**src/rtl/condlogic_mc.sv**
```systemverilog
// ---------------------------------------------------------------------------
// condlogic_mc
//
// Conditional-execution and flag unit for the multicycle ARMv4 core.
// Takes the raw write strobes from the main control FSM and gates them with
// the condition result of the current instruction. It also holds the NZCV
// flag register and counts executed and skipped instructions.
//
// Ports
//   clk        core clock, every state update happens on its rising edge
//   reset      synchronous active-low reset
//   Cond       instruction condition field (IR[31:28])
//   ALUFlags   {N,Z,C,V} produced by the ALU in the current cycle
//   FlagW      [1] write N,Z  [0] write C,V
//   PCS        instruction writes the PC conditionally
//   NextPC     unconditional PC+4 strobe (fetch)
//   RegW       FSM register-file write strobe
//   MemW       FSM memory write strobe
//   IRWrite    FSM fetch strobe (instruction register loads on this edge)
//   PCWrite    gated PC enable
//   RegWrite   gated register-file write enable
//   MemWrite   gated memory write enable
//   Flags      registered {N,Z,C,V}
//   CondEx     effective condition result for the current instruction
//   ExecCount  number of instructions whose condition passed (wraps)
//   SkipCount  number of instructions whose condition failed (wraps)
// ---------------------------------------------------------------------------
module condlogic_mc #(
    parameter int CNT_W = 16
) (
    input  logic             clk,
    input  logic             reset,
    input  logic [3:0]       Cond,
    input  logic [3:0]       ALUFlags,
    input  logic [1:0]       FlagW,
    input  logic             PCS,
    input  logic             NextPC,
    input  logic             RegW,
    input  logic             MemW,
    input  logic             IRWrite,
    output logic             PCWrite,
    output logic             RegWrite,
    output logic             MemWrite,
    output logic [3:0]       Flags,
    output logic             CondEx,
    output logic [CNT_W-1:0] ExecCount,
    output logic [CNT_W-1:0] SkipCount
);

    // ARM condition-code evaluation against a {N,Z,C,V} flag vector.
    function automatic logic eval_cond(input logic [3:0] cond, input logic [3:0] nzcv);
        logic n;
        logic z;
        logic c;
        logic v;
        logic res;
        n = nzcv[3];
        z = nzcv[2];
        c = nzcv[1];
        v = nzcv[0];
        case (cond)
            4'b0000: res = z;                     // EQ
            4'b0001: res = ~z;                    // NE
            4'b0010: res = c;                     // CS
            4'b0011: res = ~c;                    // CC
            4'b0100: res = n;                     // MI
            4'b0101: res = ~n;                    // PL
            4'b0110: res = v;                     // VS
            4'b0111: res = ~v;                    // VC
            4'b1000: res = c & ~z;                // HI
            4'b1001: res = ~c | z;                // LS
            4'b1010: res = (n == v);              // GE
            4'b1011: res = (n != v);              // LT
            4'b1100: res = ~z & (n == v);         // GT
            4'b1101: res = z | (n != v);          // LE
            4'b1110: res = 1'b1;                  // AL
            4'b1111: res = 1'b0;                  // NV: never executes
            default: res = 1'b0;
        endcase
        return res;
    endfunction

    localparam logic [CNT_W-1:0] CNT_ONE = {{(CNT_W-1){1'b0}}, 1'b1};

    logic             dec_q,    dec_d;
    logic             condex_q, condex_d;
    logic [3:0]       flags_q,  flags_d;
    logic [CNT_W-1:0] exec_q,   exec_d;
    logic [CNT_W-1:0] skip_q,   skip_d;

    logic             cond_now_s;
    logic             condex_s;

    // Condition result from the currently held flags; in the decode cycle it
    // is used directly because condex_q still belongs to the previous instruction.
    always_comb begin
        cond_now_s = eval_cond(Cond, flags_q);
        if (dec_q) begin
            condex_s = cond_now_s;
        end else begin
            condex_s = condex_q;
        end
    end

    // Zero-latency gating of the FSM strobes; NextPC always passes so fetch advances.
    always_comb begin
        PCWrite  = NextPC | (PCS & condex_s);
        RegWrite = RegW & condex_s;
        MemWrite = MemW & condex_s;
        CondEx   = condex_s;
    end

    // Next-state logic for phase, latched condition, flags and counters.
    always_comb begin
        dec_d    = IRWrite;
        condex_d = condex_q;
        flags_d  = flags_q;
        exec_d   = exec_q;
        skip_d   = skip_q;

        // Exactly one counter moves per decode cycle.
        if (dec_q) begin
            condex_d = cond_now_s;
            if (cond_now_s) begin
                exec_d = exec_q + CNT_ONE;
            end else begin
                skip_d = skip_q + CNT_ONE;
            end
        end else begin
            condex_d = condex_q;
        end

        // N,Z and C,V halves are written independently.
        if (FlagW[1] & condex_s) begin
            flags_d[3:2] = ALUFlags[3:2];
        end else begin
            flags_d[3:2] = flags_q[3:2];
        end
        if (FlagW[0] & condex_s) begin
            flags_d[1:0] = ALUFlags[1:0];
        end else begin
            flags_d[1:0] = flags_q[1:0];
        end
    end

    // State register with synchronous active-low reset; reset wins over any increment.
    always_ff @(posedge clk) begin
        if (!reset) begin
            dec_q    <= 1'b0;
            condex_q <= 1'b0;
            flags_q  <= 4'b0000;
            exec_q   <= {CNT_W{1'b0}};
            skip_q   <= {CNT_W{1'b0}};
        end else begin
            dec_q    <= dec_d;
            condex_q <= condex_d;
            flags_q  <= flags_d;
            exec_q   <= exec_d;
            skip_q   <= skip_d;
        end
    end

    assign Flags     = flags_q;
    assign ExecCount = exec_q;
    assign SkipCount = skip_q;

endmodule
```
**config.mk**
```make
export PLATFORM = sky130hd
export DESIGN_NAME = condlogic_mc
export DESIGN_NICKNAME = d
export VERILOG_FILES = /design/src/rtl/condlogic_mc.sv
export SDC_FILE = /design/constraint.sdc
export NUM_CORES = 1
export LEC_CHECK = 0
export BUFFER_PORTS_ARGS = -buffer_cell sky130_fd_sc_hd__buf_2
export CAP_MARGIN = 25
export CORE_ASPECT_RATIO = 0.75
export CORE_MARGIN = 3
export CORE_UTILIZATION = 42
export CTS_BUF_LIST = sky130_fd_sc_hd__clkbuf_16
export DETAILED_ROUTE_END_ITERATION = 6
export PLACE_DENSITY = 0.69
export SETUP_SLACK_MARGIN = 0.05
export SLEW_MARGIN = 15
export SYNTH_ARGS = -nofsm -noshare
export SYNTH_HDL_FRONTEND = slang
export SYNTH_SLANG_ARGS = --single-unit
```
**constraint.sdc**
```tcl
create_clock -name clk -period 2 [get_ports clk]
set_input_delay 0.4 -clock clk [delete_from_list [all_inputs] [get_ports clk]]
set_output_delay 0.4 -clock clk [all_outputs]
set_load 0.01 [all_outputs]
```
# ---- Word level (Yosys, flattened, before mapping)
# Cells that the tools add are included.
dict set report op_classes {
  addsub 2
  n_eq_ne 17
  n_mux 2
  bitwise_logic 15
  reduce_logical 3
}
# op n
set op_table {}
lappend op_table {{16-bit by 1-bit adder with 16-bit output, second input constant} 2}
lappend op_table {{4-bit equality test, second input constant} 8}
lappend op_table {{4-bit by 3-bit equality test with 1-bit output, second input constant} 4}
lappend op_table {{1-bit case mux with 16 select lines} 1}
lappend op_table {{4-bit by 2-bit equality test with 1-bit output, second input constant} 2}
lappend op_table {{1-bit AND} 7}
lappend op_table {{1-bit inverter} 5}
lappend op_table {{4-bit by 1-bit equality test with 1-bit output, second input constant} 1}
lappend op_table {{4-bit logical NOT} 1}
lappend op_table {{2-bit AND reduction} 2}
lappend op_table {{1-bit bitwise OR} 3}
lappend op_table {{1-bit equality test} 1}
lappend op_table {{1-bit 2-to-1 mux} 1}
lappend op_table {{1-bit != test} 1}
dict set report totals {
  regBits 38
  input_bits 17
  out_inout_bits 40
  elab_cells 45
}

# ---- Longest topological paths before layout
# Gate-level depths: netlist (run 1).
dict set report depth {
  ltp_word 6
  ltp_mapped 8
  depth_no_buf 6
}

# ---- Worst setup path after synthesis (run 1)
# No wires, ideal clock.
dict set report synth_timing {
  path_type {input to output}
  startpoint {input port Cond[0]}
  endpoint {output port PCWrite}
  t_arrival_ns 1.714
  required_ns 1.600
  setup_slack_ns -0.114
  cell_stages 7
  n_path_buf 1
  path_cell_list {clkbuf_2 -> xnor2_1 -> nand2_1 -> a32o_1 -> o21ai_1 -> nand2_1 -> a21o_1}
}
dict set report synth_via {
  elab_chain_len 5
  word_cells_on_any_way 20
  cone_classes {eq/ne: 15; mux: 2; bitwise: 2; reduce/logical: 1}
}
# element line
set synth_lines {}
lappend synth_lines {{from (decl)} 33} ;# input logic [3:0] Cond,
lappend synth_lines {{4-bit equality test, or another cell as far along} 61} ;# case (cond)
lappend synth_lines {{1-bit case mux with 16 select lines *} 61}
lappend synth_lines {{1-bit 2-to-1 mux *} 98} ;# if (dec_q) begin
lappend synth_lines {{via CondEx} 45} ;# output logic CondEx,
lappend synth_lines {{1-bit AND *} 107} ;# PCWrite = NextPC | (PCS & condex_s);
lappend synth_lines {{1-bit bitwise OR *} 107}
lappend synth_lines {{to (decl)} 41} ;# output logic PCWrite,
# The timed path passes the listed nets; every way through them passes the cells marked *.

# ---- Final worst setup path (run 1)
dict set report layout_timing {
  startpoint {register flags_q[1] (netlist: Flags[1])}
  endpoint {register exec_q[13] (netlist: ExecCount[13])}
}
dict set report layout_via {
  elab_chain_len 4
  word_cells_on_any_way 5
  cone_classes {mux: 1; bitwise: 3; reduce/logical: 1}
}
# element line
set layout_lines {}
lappend layout_lines {{from (decl)} 87} ;# logic [3:0] flags_q, flags_d;
lappend layout_lines {{from (signal assigned)} 157} ;# flags_q <= flags_d;
lappend layout_lines {{1-bit inverter} {65, 71}}
lappend layout_lines {{1-bit bitwise OR} 71} ;# 4'b1001: res = ~c | z;
lappend layout_lines {{1-bit case mux with 16 select lines *} 61}
lappend layout_lines {{2-bit AND reduction (no line) *} -}
lappend layout_lines {{to (signal assigned)} 152} ;# exec_q <= {CNT_W{1'b0}};
lappend layout_lines {{to (decl)} 88} ;# logic [CNT_W-1:0] exec_q, exec_d;
# Every way passes the cells marked *; elsewhere a longest branch is shown, timed or not.
# A chain may end at the register's enable or synchronous reset.

==> qor.csv, run 1 <==
stage;metric;value;unit
worst_setup_path;cp_max_fo;4;
final_layout;drive_above_1_share;41.4;%
sta;max_clock_freq;456;MHz
drt;post-route-drc-count;0;
floorplanning;die_h;65.6;um
sta;rsz0062_at_grt;yes;
drt;drtPass1Iterations;4;
worst_setup_path;critical_path_depth;7;
floorplanning;die-width;85.5;um
power;p_int;1.35;mW
sta;fin_crit;2190;ps
synthesis;synth_nets;245;
drt;via_per_inst;5.28;
floorplanning;num_rows;21;
synthesis;synthArstFlopShare;0;%
clock_network;htree_levels;2;
worst_setup_path;worst_setup_path_end_kind;register;
run_status;outcome;finished with violations;
power;total_power;1.79;mW
global_routing;grt_use_met2;28.4;%
synthesis;synthAdderAreaFrac;1.26;%
worst_hold_path;hold_path_depth;2;
sta;hold_viol_final;0;
placement;place_congestion;0.717;
run_status;violations;negative setup slack;
sta;finalCritPeriodShare;110;%
placement;placedCellCount;359;
drt;routed_wl;5320;um
drt;drtIter0Drc;87;
sta;worst_hold_slack;332;ps
placement;portBuffers;56;
power;cellPowerDensity;622;nW/um^2
power;pwr-share-seq;43.4;%
worst_setup_path;r2r_slack;-190;ps
final_layout;nNetsFinal;340;
worst_setup_path;cp_num_buf_inv;1;
final_layout;seq_area;768;um^2
worst_setup_path;crit_chain;o21ba_4, o22ai_4, buf_4, mux2_4, a2111o_1, or3_4, a21oi_2;
worst_setup_path;start_kind;register;
synthesis;synth_cells;226;
clock_network;cts_sinks;38;
worst_setup_path;cp.required;2210;ps
synthesis;yosysWarnings;0;
worst_setup_path;reg2reg_to;ExecCount[13]$_SDFFE_PN0P_;
power;p_comb_share;14.7;%
placement;post-place-ws;-194;ps
final_layout;nFillCells;390;
sta;worstMarginPinSlew;480;ps
worst_setup_path;crit_type;register to register;
global_routing;use_met3;6.77;%
final_layout;multi_input_area;1290;um^2
final_layout;fin_util;63.8;%
synthesis;ys_seq_elements;38;
drt;num_vias;1995;
synthesis;ys.flop_type;dfxtp_1;
worst_setup_path;cp_top_family;compound AO/OA/AOI/OAI gates;
synthesis;yosys-top-cells-area;dfxtp_1 38%, mux2i_1 6.0%, a21oi_1 5.0%, nand2_1 4.5%, xnor2_1 4.0%;
synthesis;synth_top_area_share;38.2;%
drt;wl_per_cell;14.1;um
power;switching_share;24.9;%
global_routing;use_met1;24.8;%
synthesis;synth_compound_area_share;19.4;%
global_routing;grt_max_degree;19;
clock_network;worst_skew_pair.late_latency;280;ps
clock_network;clkTransAtPathRegs;50;ps
floorplanning;initial_core_util;44.0;%
clock_network;cts.path.max_buffers;2;
final_layout;antennaDiodeCount;0;
synthesis;synth_top_cell_by_area;dfxtp_1;
global_routing;grt.busiest_layer;met2;
global_routing;grt_pass1_vias;1727;
clock_network;cts-root-buf;clkbuf_16;
synthesis;synthXorXnorAreaFrac;4.84;%
final_layout;layoutNonFillerInstCount;378;
worst_setup_path;cp_slowest_cell;a2111o_1;
worst_setup_path;worst-r2r-cell-count;7;
global_routing;antenna_found_initial;0;
floorplanning;fp.dieArea;5610;um^2
clock_network;ctsHoldBuffers;0;
power;ir_drop;0.384;mV
worst_setup_path;cp.arrival;2400;ps
global_routing;grt_pass1_wl;8140;um
worst_hold_path;hold_path_end;dec_q$_SDFF_PN0_;
sta;slew_headroom;68.0;%
drt;ant_nets;0;
global_routing;grt_use_total;18.7;%
worst_setup_path;r2r_start;Flags[1]$_SDFFE_PN0P_;
global_routing;grt-ovfl-total;0;
synthesis;avgSynthCellArea;8.80;um^2
synthesis;synth.distinct_cells;48;
sta;drv_slew;0;
power;p_leak;1.22;nW
worst_hold_path;hold_path.startpoint;IRWrite;
final_layout;area_delta_synth_final;44.8;%
clock_network;cts_made_buffers;5;
synthesis;synth_top_family_by_area;simple AND/OR/NAND/NOR gates;
power;power.share.clock;41.9;%
synthesis;yosys.area_share.simple;25.5;%
placement;dp_hpwl;3630;um
run;maxCapViolCount;0;
final_layout;fin_area;2880;um^2
worst_hold_path;hold_path_class;input pin to register;
sta;setup_ws;-192;ps
sta;setup_tns;-2370;ps
floorplanning;io_pins;57;
placement;postPlaceCellArea;2530;um^2
sta;finClkSkew;6.10;ps
worst_setup_path;cpPeakStageDelay;420;ps
synthesis;synth-edff-count;0;
synthesis;synth.mux.area_fraction;6.79;%
sta;setup_violations;25;
floorplanning;core_area;4520;um^2
power;power.switching;446;uW
synthesis;syn_area;1990;um^2
clock_network;cts_tree;built;
synthesis;ys_seq_area_share;38.2;%
==> worst max-delay path by stage <==
stage / from / to / slack (ps)
2_1_floorplan: Cond[2] / ExecCount[15]$_SDFFE_PN0P_ / 20
3_3_place_gp: Cond[2] / ExecCount[11]$_SDFFE_PN0P_ / -200
3_5_place_dp: Cond[1] / ExecCount[13]$_SDFFE_PN0P_ / -190
4_1_cts: Flags[1]$_SDFFE_PN0P_ / MemWrite / -160
5_1_grt: Flags[1]$_SDFFE_PN0P_ / ExecCount[11]$_SDFFE_PN0P_ / -260
6_report: Flags[1]$_SDFFE_PN0P_ / ExecCount[13]$_SDFFE_PN0P_ / -190
==> cell type report <==
cell class,instances,area share (%)
timing repair buffer,96,20.5
multi-input combinational,174,44.9
inverter,6,0.782
clock buffer,5,4.34
tap,57,2.48
sequential,38,26.7
clock inverter,2,0.347
==> synth_stat cells, types with 2 or more instances <==
library cell / count
o21ai_0: 12
or4_1: 6
dlygate4sd3_1: 2
and4_1: 2
nand2b_1: 5
nor2b_1: 2
a21boi_0: 2
dfxtp_1: 38
xnor2_1: 9
xor2_1: 2
o2111ai_2: 2
and2_1: 4
nand4_1: 8
clkbuf_1: 3
and3_1: 2
nand3_1: 7
ha_1: 2
nor2_1: 12
mux2i_1: 12
inv_1: 6
nand2_1: 24
o31ai_1: 6
buf_2: 2
a2111oi_0: 2
or3_1: 12
a21oi_1: 20
==> cell usage in the layout (no fill, tap or decap), drive strengths merged, types with 2 or more instances in the layout <==
cell / netlist / routed
nand2b: 5 / 5
inv: 6 / 6
nor2b: 2 / 2
o2111ai: 2 / 2
xnor2: 9 / 9
xor2: 2 / 2
o21ai: 14 / 15
and2: 4 / 4
nand4: 8 / 8
a2111oi: 2 / 2
clkinv: 0 / 2
dfxtp: 38 / 38
or3: 13 / 13
nor2: 12 / 12
a21oi: 20 / 20
clkbuf: 4 / 5
and3: 2 / 2
nand2: 24 / 24
or4: 6 / 6
and4: 2 / 2
nand3: 7 / 7
a21boi: 2 / 2
o31ai: 6 / 6
ha: 2 / 2
buf: 3 / 96
mux2i: 12 / 12
==> power by group through the flow <==
stage	clock, mW	sequential [mW]	combinational, mW
floorplan	0	0.797	0.114
finish	0.751	0.778	0.263
global placement	0	0.794	0.195
CTS	0.763	0.779	0.228
global route	0.804	0.780	0.284
detailed placement	0	0.794	0.199
==> cells by family (layout without fill, tap and decap cells) <==
kind of cell | count (synthesis) | after routing
flip-flops | 38 | 38
XOR/XNOR | 11 | 11
AND/OR/NAND/NOR | 91 | 91
adder cells (fa/ha/maj) | 2 | 2
buffers and inverters | 15 | 109
multiplexers | 13 | 13
AO/OA/AOI/OAI | 56 | 57
==> layer usage <==
metal  wire length, um  vias to the layer above
li1                  -                     1022
met4                51                        0
met2              2410                       52
met1              2560                      914
met5                 0                        -
met3               301                        7
==> registers in the layout, summed over array words and instances, names as in the netlist <==
| name | count |
|---|---|
| condex_q | 1 |
| Flags | 4 |
| SkipCount | 16 |
| ExecCount | 16 |
| dec_q | 1 |
==> timing repair <==
action,CTS,global route
gates cloned,0,1
endpoints found under the hold margin,0,0
setup endpoints to repair,13,34
pin swaps,5,8
setup buffers,7,4
resized for setup,12,16
(Power assumes the default switching activity.)
==> run 2: changes to the inputs <==
--- a/config.mk
+++ b/config.mk
@@ -5,7 +5,7 @@
 export SDC_FILE = /design/constraint.sdc
 export NUM_CORES = 1
 export LEC_CHECK = 0
-export BUFFER_PORTS_ARGS = -buffer_cell sky130_fd_sc_hd__buf_2
+export BUFFER_PORTS_ARGS = -buffer_cell sky130_fd_sc_hd__buf_4
 export CAP_MARGIN = 25
 export CORE_ASPECT_RATIO = 0.75
 export CORE_MARGIN = 3
==> qor.csv, run 2 (synthesis gave the netlist of run 1 again) <==
stage;metric;value;unit
final_layout;final_cell_mix;94 x buf_4, 33 x dfxtp_1, 23 x nand2_1, 12 x or3_1, 12 x a21oi_1;
power;ir_drop;0.428;mV
clock_network;cts_made_buffers;5;
drt;drtPass1Iterations;4;
worst_setup_path;crit_type;register to output port;
worst_setup_path;cp.arrival;1800;ps
global_routing;antenna_found_initial;0;
drt;post-route-drc-count;0;
sta;finalCritPeriodShare;110;%
worst_hold_path;hold_path_class;input pin to register;
power;cellPowerDensity;658;nW/um^2
final_layout;nNetsFinal;347;
clock_network;cts_sinks;38;
floorplanning;core_area;4520;um^2
drt;drtIter0Drc;112;
floorplanning;die-width;85.5;um
global_routing;grt_max_degree;21;
sta;drv_slew;0;
worst_setup_path;cp_max_fo;4;
clock_network;htree_levels;2;
sta;setup_tns;-2510;ps
floorplanning;die_h;65.6;um
drt;wl_per_cell;15.3;um
final_layout;fin_area;3230;um^2
run_status;violations;negative setup slack;
placement;place_congestion;0.752;
global_routing;grt_pass1_wl;8960;um
floorplanning;io_pins;57;
placement;portBuffers;56;
sta;finClkSkew;9.00;ps
worst_setup_path;start_kind;register;
placement;postPlaceCellArea;2670;um^2
sta;max_clock_freq;454;MHz
sta;worst_hold_slack;338;ps
clock_network;clkTransAtPathRegs;60;ps
final_layout;area_delta_synth_final;62.3;%
worst_setup_path;worst_setup_path_end_kind;output port;
floorplanning;num_rows;21;
clock_network;cts.path.max_buffers;2;
final_layout;drive_above_1_share;45.0;%
clock_network;cts-root-buf;clkbuf_16;
sta;rsz0062_at_grt;yes;
drt;routed_wl;5890;um
global_routing;grt_use_total;20.0;%
clock_network;cts_tree;built;
run_status;outcome;finished with violations;
sta;fin_crit;2200;ps
global_routing;grt_pass1_vias;1917;
final_layout;antennaDiodeCount;0;
drt;ant_nets;0;
worst_setup_path;r2r_slack;-180;ps
sta;hold_viol_final;0;
drt;num_vias;2086;
clock_network;worst_skew_pair.late_latency;290;ps
placement;dp_hpwl;3640;um
sta;setup_ws;-201;ps
run;maxCapViolCount;0;
power;p_leak;1.30;nW
global_routing;grt-ovfl-total;0;
drt;via_per_inst;5.40;
sta;slew_headroom;71.9;%
floorplanning;initial_core_util;44.0;%
sta;setup_violations;25;
floorplanning;fp.dieArea;5610;um^2
worst_setup_path;cp.required;1600;ps
sta;worstMarginPinSlew;421;ps
final_layout;layout_commonest_cell;buf_4;
==> run 2: per-layer routing <==
metal / track usage (%) / up-vias / share of wire, %
li1: - / 1030 / -
met1: 26.4 / 997 / 46
met2: 31.6 / 54 / 48
met3: 6.27 / 5 / 5.6
met4: 5.73 / 0 / 0.92
met5: 0 / - / 0
==> run 2: repair_timing <==
item / in CTS / in global routing
pin swaps: 22 / 16
hold buffers: 0 / 0
setup endpoints to repair: 17 / 30
buffers inserted: 10 / 14
gates resized for setup: 21 / 27
==> run 2: worst max-delay path, stage by stage (launching register included) <==
cell and delay, ps:
dfxtp_4 360, xnor2_1 170, nand2_1 110, a32o_2 310, o21ai_4 180, nand2_2 90, a21o_1 190, buf_6 120
==> run 2: final timing paths <==
kind	end	startpoint	cells past startpoint
min	dec_q$_SDFF_PN0_	IRWrite	2
max	PCWrite	Flags[1]$_SDFFE_PN0P_	7
min reg2reg	ExecCount[5]$_SDFFE_PN0P_	ExecCount[5]$_SDFFE_PN0P_	2
max reg2reg	ExecCount[13]$_SDFFE_PN0P_	Flags[1]$_SDFFE_PN0P_	7
==> run 2: power by group <==
part	total (mW)	switching, mW	internal, mW
logic	0.318	0.144	0.174
registers	0.778	0.0127	0.766
clock network	1.03	0.318	0.710
total	2.12	0.475	1.65
==> run 2: cell type report <==
class | instances | area [um^2]
multi-input combinational | 173 | 1340
fill | 332 | 1290
timing repair buffer | 104 | 836
sequential | 38 | 772
clock buffer | 5 | 125
tap | 57 | 71.3
clock inverter | 3 | 63.8
inverter | 6 | 22.5
==> run 2: per-stage QoR <==
| step | utilization, % | total power, mW | setup WS [ps] | instances |
|---|---|---|---|---|
| floorplan | - | 0.911 | 18.8 | 226 |
| finish | 71.5 | 2.12 | -201 | 386 |
| global route | 71.5 | 2.18 | -307 | 386 |
| global placement | 59.1 | 1.01 | -213 | 356 |
| detailed placement | 59.1 | 1.01 | -211 | 356 |
| CTS | 67.5 | 2.08 | -170 | 374 |
